File: src/rtl/bcd_display_scanner.sv
// Time-multiplexed 3-digit common-anode seven-segment scanner with per-frame BCD snapshot.
// Optional build macro LEADING_ZERO_BLANK_EN blanks leading zeros in the y2/y1 positions.
module bcd_display_scanner #(
    parameter int REFRESH_DIV  = 4,
    parameter int BLANK_CYCLES = 1
) (
    input  logic       clk,
    input  logic       rst,
    input  logic [3:0] y2,
    input  logic [3:0] y1,
    input  logic [3:0] y0,
    output logic [2:0] an,
    output logic [6:0] seg,
    output logic       frame_tick
);

    localparam int              CNT_W      = (REFRESH_DIV > 1) ? $clog2(REFRESH_DIV) : 1;
    localparam logic [CNT_W-1:0] CNT_LAST  = CNT_W'(REFRESH_DIV - 1);
    localparam logic [1:0]      IDX_LAST   = 2'd2;
    localparam logic [1:0]      IDX_BAD    = 2'd3;
    localparam logic [6:0]      SEG_BLANK  = 7'h7F;
    localparam logic [2:0]      AN_OFF     = 3'b111;

    function automatic logic [6:0] bcd_to_seg(input logic [3:0] d);
        logic [6:0] s;
        case (d)
            4'd0:    s = 7'h40;
            4'd1:    s = 7'h79;
            4'd2:    s = 7'h24;
            4'd3:    s = 7'h30;
            4'd4:    s = 7'h19;
            4'd5:    s = 7'h12;
            4'd6:    s = 7'h02;
            4'd7:    s = 7'h78;
            4'd8:    s = 7'h00;
            4'd9:    s = 7'h10;
            default: s = 7'h3F;
        endcase
        return s;
    endfunction

    logic [CNT_W-1:0] r_cnt;
    logic [1:0]       r_idx;
    logic [11:0]      r_snap;
    logic [2:0]       r_an_p1;
    logic [6:0]       r_seg_p1;
    logic             r_tick_p1;

    logic             w_cnt_wrap;
    logic             w_frame_end;
    logic             w_blank;
    logic             w_lz;
    logic [3:0]       w_digit;
    logic [2:0]       w_an_nxt;
    logic [6:0]       w_seg_nxt;

    assign w_cnt_wrap  = (r_cnt >= CNT_LAST);
    assign w_frame_end = w_cnt_wrap && (r_idx == IDX_LAST);

    generate
        if (BLANK_CYCLES > 0) begin : g_blank
            assign w_blank = (r_cnt < CNT_W'(BLANK_CYCLES));
        end else begin : g_noblank
            assign w_blank = 1'b0;
        end
    endgenerate

    // Slot/digit sequencing and end-of-frame snapshot
    always_ff @(posedge clk or posedge rst) begin
        if (rst) begin
            r_cnt  <= '0;
            r_idx  <= '0;
            r_snap <= '0;
        end else begin
            r_cnt <= w_cnt_wrap ? '0 : r_cnt + CNT_W'(1);
            if (r_idx == IDX_BAD) begin
                r_idx <= '0;
            end else if (w_cnt_wrap) begin
                r_idx <= (r_idx == IDX_LAST) ? 2'd0 : r_idx + 2'd1;
            end
            if (w_frame_end) begin
                r_snap <= {y2, y1, y0};
            end
        end
    end

    always_comb begin
        w_digit = r_snap[3:0];
        case (r_idx)
            2'd1:    w_digit = r_snap[7:4];
            2'd2:    w_digit = r_snap[11:8];
            default: w_digit = r_snap[3:0];
        endcase
    end

`ifdef LEADING_ZERO_BLANK_EN
    assign w_lz = ((r_idx == 2'd2) && (r_snap[11:8] == 4'd0)) ||
                  ((r_idx == 2'd1) && (r_snap[11:8] == 4'd0) && (r_snap[7:4] == 4'd0));
`else
    assign w_lz = 1'b0;
`endif

    // An unreachable idx value is shown as blank so at most one anode is ever active
    always_comb begin
        w_an_nxt  = AN_OFF;
        w_seg_nxt = SEG_BLANK;
        if (!w_blank && (r_idx != IDX_BAD)) begin
            w_an_nxt  = ~(3'b001 << r_idx);
            w_seg_nxt = w_lz ? SEG_BLANK : bcd_to_seg(w_digit);
        end
    end

    // Output register stage: one cycle behind (idx, cnt)
    always_ff @(posedge clk or posedge rst) begin
        if (rst) begin
            r_an_p1   <= AN_OFF;
            r_seg_p1  <= SEG_BLANK;
            r_tick_p1 <= 1'b0;
        end else begin
            r_an_p1   <= w_an_nxt;
            r_seg_p1  <= w_seg_nxt;
            r_tick_p1 <= w_frame_end;
        end
    end

    assign an         = r_an_p1;
    assign seg        = r_seg_p1;
    assign frame_tick = r_tick_p1;

endmodule
File: config.mk
export PLATFORM = sky130hd
export DESIGN_NAME = bcd_display_scanner
export DESIGN_NICKNAME = d
export VERILOG_FILES = /design/src/rtl/bcd_display_scanner.sv
export SDC_FILE = /design/constraint.sdc
export NUM_CORES = 1
export LEC_CHECK = 0
export ABC_AREA = 1
export CORE_ASPECT_RATIO = 1.4
export CORE_MARGIN = 2
export CORE_UTILIZATION = 45
export CTS_CLUSTER_DIAMETER = 200
export DETAILED_ROUTE_END_ITERATION = 10
export PLACE_DENSITY = 0.7
export SYNTH_ARGS = -nofsm -noshare
export SYNTH_HDL_FRONTEND = slang
export SYNTH_SLANG_ARGS = --single-unit
File: constraint.sdc
create_clock -name clk -period 2.3 [get_ports clk]
set_input_delay 0.575 -clock clk [delete_from_list [all_inputs] [get_ports clk]]
set_output_delay 0.575 -clock clk [all_outputs]
set_load 0.02 [all_outputs]
Word-level counts from Yosys, hierarchy flattened --
Memories as Yosys holds them, arrays and structs flattened. Index checks and enable logic that the tools add are counted.
Word-level totals: register bits after elaboration 27, bits in read-only memories 112, input bits 14, output and inout bits 11, logic and storage cells 28, memories 1
Memories:
- (name not given) | depth 16, width 7, read ports 1, clocked after memory_dff 0, write ports 0, line 26 | case (d)
Cells by class: add/sub/neg operators 2, $lt $le $gt $ge 2, equal/unequal tests 4, shifts and indexed selects 1, muxes and demuxes 7, bitwise gates (word level) 1, reduce and logical (&&, ||, !) cells 4
Operator list (count):
- $mux W2 | 4
- $pmux W4 S2 | 1
- $mux W7 | 1
- $add A2 B1 Y2 const B | 2
- $eq A2 B2 Y1 const B | 2
- $mux W3 | 1
- $not A3 Y3 | 1
- $shl A1 B2 Y3 const A | 1
- $eq A2 B1 Y1 const B | 1
- $ge A2 B2 Y1 const B | 1
- $logic_and A1 B1 Y1 | 2
- $lt A2 B1 Y1 const B | 1
- $ne A2 B2 Y1 const B | 1
- $reduce_bool A2 Y1 | 1
- $logic_not A1 Y1 | 1

Depth between registers and ports, before layout --
Gate-level depths: netlist (run 1).
depth in word-level cells 4, gate-level depth with buffers 12, gate-level depth less buffers 11

Worst setup path after synthesis (run 1) --
Ideal clock, no wire load.
path kind reg2reg, start reg r_idx[0], end reg r_seg_p1[3] (netlist: seg[3]), setup time 61 ps, arrival 1662 ps, required time 2239 ps, setup slack 578 ps, cell stages (with the launch flop) 13, buffers on the path 1, clock period less this slack 1722 ps, cell sequence dfrtp_1 inv_1 ha_1 buf_6 clkinv_8 nand2_1 nand2_2 ha_1 inv_1 nand2_1 nand2_1 nand2_1 nand2_1
Between the ends: longest elaborated chain between the ends 4, elaborated cells between the ends (all ways) 7, classes of those cells 3 x eq/ne; 2 x mux; 1 x reduce/logical; 1 x memory
RTL lines:
- from (decl) | line 43 | logic [1:0] r_idx;
- from (signal assigned) | line 79 | r_idx <= (r_idx == IDX_LAST) ? 2'd0 : r_idx + 2'd1;
- $eq A2 B2 Y1 or $eq A2 B1 Y1 (tied branches) | line 89 | case (r_idx)
- $pmux W4 S2 | line 89
- $mem_v2 Z16 W7
- $mux W7 * | line 107 | if (!w_blank && (r_idx != IDX_BAD)) begin
- via w_seg_nxt[3] | line 55 | logic [6:0] w_seg_nxt;
- to (signal assigned) | line 121 | r_seg_p1 <= w_seg_nxt;
- to (decl) | line 46 | logic [6:0] r_seg_p1;
The timed path passes the listed nets; every way through them passes the cells marked *. A chain may end at the register's enable or synchronous reset.

Worst setup path after layout (run 1) --
Ends and elaborated chain as after synthesis.

==> results of run 1 <==
-- synth_stat cells --
cell	count
nor2_1	5
nand2_8	1
nand2_2	2
o21ai_2	2
dfstp_2	10
nand2_1	72
inv_1	11
buf_4	1
buf_6	1
a21boi_4	1
nand3_1	10
nand2_4	2
ha_1	11
o21ai_0	4
dfrtp_1	17
inv_2	2
clkinv_8	1
nand3_2	1
a21oi_1	2
-- sequential cells by signal, indices dropped and copies added (netlist names) --
name        cells
an              3
frame_tick      1
r_cnt           2
r_idx           2
r_snap         12
seg             7
-- layer usage --
layer / global-route usage (%) / share of wire [%] / wire length [um]
met1: 18.5 / 41 / 1010
met2: 29.5 / 54 / 1330
met3: 1.94 / 2.8 / 69
met4: 7.21 / 1.9 / 46
met5: 0 / 0 / 0
-- layout make-up --
cell class	instances	area, um^2
Clock buffer	4	45.0
Multi-Input combinational cell	113	608
Timing Repair Buffer	25	248
Fill cell	275	1210
Tap cell	37	46.3
Inverter	14	65.1
Sequential cell	27	688
-- worst max-delay path by stage --
stage                       endpoint  slack, ns  depth (start not counted)
detailed placement  seg[3]$_DFF_PP1_       0.26                         11
CTS                 seg[3]$_DFF_PP1_       0.23                         11
global route        seg[3]$_DFF_PP1_       0.08                         11
finish              seg[3]$_DFF_PP1_       0.25                         11
global placement    seg[3]$_DFF_PP1_       0.36                         11
floorplan           seg[3]$_DFF_PP1_       0.58                         12
-- stage by stage --
step | hold slack (ns) | cell area (um^2)
2_1_floorplan | 0.424 | 1380
3_3_place_gp | 0.437 | 1660
3_5_place_dp | 0.446 | 1660
4_1_cts | 0.460 | 1700
5_1_grt | 0.485 | 1700
6_report | 0.454 | 1700
-- worst max-delay path, cell delays in order, from the launching register on --
cell	delay (ns)
dfrtp_1	0.41
inv_1	0.11
ha_1	0.56
clkinv_8	0.13
nand2_1	0.10
nand2_2	0.10
ha_1	0.32
inv_1	0.06
nand2_1	0.04
nand2_1	0.06
nand2_1	0.04
nand2_1	0.06
-- power groups by stage --
stage               Combinational, mW  Sequential, mW  Clock (mW)
finish                         0.0848           0.493       0.261
global route                   0.0969           0.495       0.293
CTS                            0.0868           0.493       0.272
detailed placement             0.0863           0.501           0
global placement               0.0842           0.501           0
floorplan                      0.0518           0.500           0
-- cells by family (layout without fill, tap and decap cells) --
family / count (synthesis) / count (layout) / share of synthesized area (%)
adders and majority gates: 11 / 11 / 9.97
DFF: 27 / 27 / 49.9
AOI/OAI and AO/OA: 9 / 9 / 4.81
buffers and inverters: 16 / 43 / 6.08
and+or+nand+nor: 93 / 93 / 29.3
==> impl.org, run 1 <==
** Floorplan
- 25 I/O pins were placed.
- After floorplanning, the core was sized to cover 2910 um^2.
- Number of rows created at floorplan :: 23
- The initial utilization of the core area, before any placement, comes to 47.5%.
- Y dimension of the die :: 69.5 um
- Horiz. Die Dim :: 50.8 um
- The die covers 3530 um^2.

** Outcome
- The flow ran to the end, and the final reports show no timing, DRC or antenna violations.

** Logic synthesis
- Number of warnings reported in the yosys synthesis log :: 0
- Sequential elements use 49.9% of the synthesized area.
- Synthesis handed over a netlist of 156 instances.
- Avg Inst Size Synth :: 8.85 um^2
- The synthesized design contains 27 register bits.
- dfrtp_1 takes more of the synthesized area than any other cell.
- The netlist uses 19 different library cells.
- Net Count, Synth :: 181
- Leading cell types by total area after synthesis :: dfrtp_1, nand2_1, dfstp_2
- The top cell type by area accounts for 30.8% of the synthesized area.
- Post-synthesis cell area :: 1380 um^2

** Clock tree
- TritonCTS built the clock tree.
- Clock Latency Late Sink :: 0.27 ns
- In this run, CTS created clock tree buffers numbering 3.
- After clock tree synthesis, the repair step resized 0 gates.
- Buffers added to address setup during post-CTS repair amount to 0.
- After clock tree synthesis, the clock-pin slew on the worst setup and hold paths is 0.09 ns.
- Hold repair after CTS inserted 0 buffers.
- Counting every sink on the clock net gives 27.
- Maximum clock insertion buffer count :: 2
- In this run the number of H-tree levels came out at 1.
- Clock tree synthesis selected as its root buffer the cell clkbuf_8.

** Route
- Before antenna repair, the detailed router went through 4 iterations.
- For this run, design rule violations remaining after detail routing come to 0.
- The final layout contains routed wiring with a total length of 2.46 mm.
- After the first detailed-routing iteration, the DRC count stood at 17.
- Remaining antenna violation count after routing :: 0
- Vias/cell :: 4.65
- Summing over every cut layer, the via total after detailed routing is 1,023.
- After detailed routing, the average wire length per cell comes to 11.2 um.

** Hold path
- Worst hold start :: r_cnt[0]$_DFF_PP0_
- Along the worst hold path, the cell count comes to 1.
- The path with the worst hold slack has its endpoint at r_cnt[0]$_DFF_PP0_.
- Path type of the worst min-delay path :: register to register

** Critical path
- Data arrival time of the critical path :: 2.26 ns
- CP startpoint kind :: register
- Internal reg-to-reg setup slack :: 0.25 ns
- By startpoint and endpoint, the worst setup path is classified as register to register.
- Along the worst path, the maximum fanout reaches 8.
- Measured in cells, the most critical reg-to-reg path has a length of 11.
- Data on the critical path is required at its endpoint by 2.52 ns.
- The endpoint identified for the worst register-to-register timing path is seg[3]$_DFF_PP1_.
- The worst setup path is captured at a register.
- Launching instance or port of the critical path :: r_idx[0]$_DFFE_PP0P_
- The worst register-to-register path begins at r_idx[0]$_DFFE_PP0P_.

** Place
- Detail Placement HPWL :: 1.90 mm
- Placed cell count :: 216
- Setup WS pre-CTS :: 0.257 ns
- At the end of routability-driven placement, the weighted congestion stood at 0.874.
- Input and output buffers added on the ports amount to 24.

** Timing
- Worst-case clock skew :: 0.00311 ns
- At the pin with the least slew margin, the transition time is 0.417 ns.
- Final worst-path cycle share :: 89.0%
- Setup slack of the critical path after layout :: 0.254 ns
- Number of failing hold endpoints at the final stage :: 0
- Setup repair after global routing left no endpoint under its margin.
- Final-layout setup total negative slack :: 0 ns
- Derived from the worst setup path, the maximum achievable clock frequency is 489 MHz.
- Setup violations remaining at the end of the flow were counted as 0.
- For the finished layout, the period the worst path requires is 2.05 ns.
- Final count of pins violating max slew :: 0
- Relative max-transition margin :: 72.2%

** Final layout
- Share of post-route cells with drive strength above 1 :: 14.2%
- Leaving out fill and tap cells, the most frequent cell in the layout is nand2_1.
- For this run, the number of standard cells in the final layout without fillers is 220.
- Post-layout utilization of the core :: 58.5%
- Most frequent cells in the layout :: nand2_1, clkdlybuf4s50_1, dfrtp_1
- The final layout contains 209 nets.
- Relative to the synthesized area, the layout overhead comes to 23.2%.
- Number of diodes :: 0

** Power and ir drop
- Power share of the sequential group :: 58.8%
- Total power for the finished layout comes to 0.839 mW.
- In this run the power spent charging and discharging nets is 0.187 mW.
- Power spread over the standard cell area amounts to 493 nW/um^2.
- Summed over all cells, the static leakage comes to 0.854 nW.
- IR analysis of the VDD net gives a maximum drop of 0.337 mV.
- Internal power of the cells :: 0.652 mW
- The clock network accounts for 31.1% of the total power.
- In this run switching power makes up 22.3% of total power.
- Combinational cells account for 10.1% of the total power.

** Global route
- First-pass GRT wire length :: 4.42 mm
- Via count of the first global-routing pass :: 1,030
- The initial antenna violation count is 0.
- Global routing usage summed across all routing layers :: 16.3%
- Total grt overflow :: 0
- Entering global routing, the biggest net connects 28 pins.

** Flow run
- Max-cap violations in this run came to 0.
No activity file was read; power rests on OpenSTA's default activity.
==> run 2: changes to the inputs <==
- CAP_MARGIN: default -> 20
==> results of run 2 <==
Final layout, timing and power as in run 1 (identical DEF).
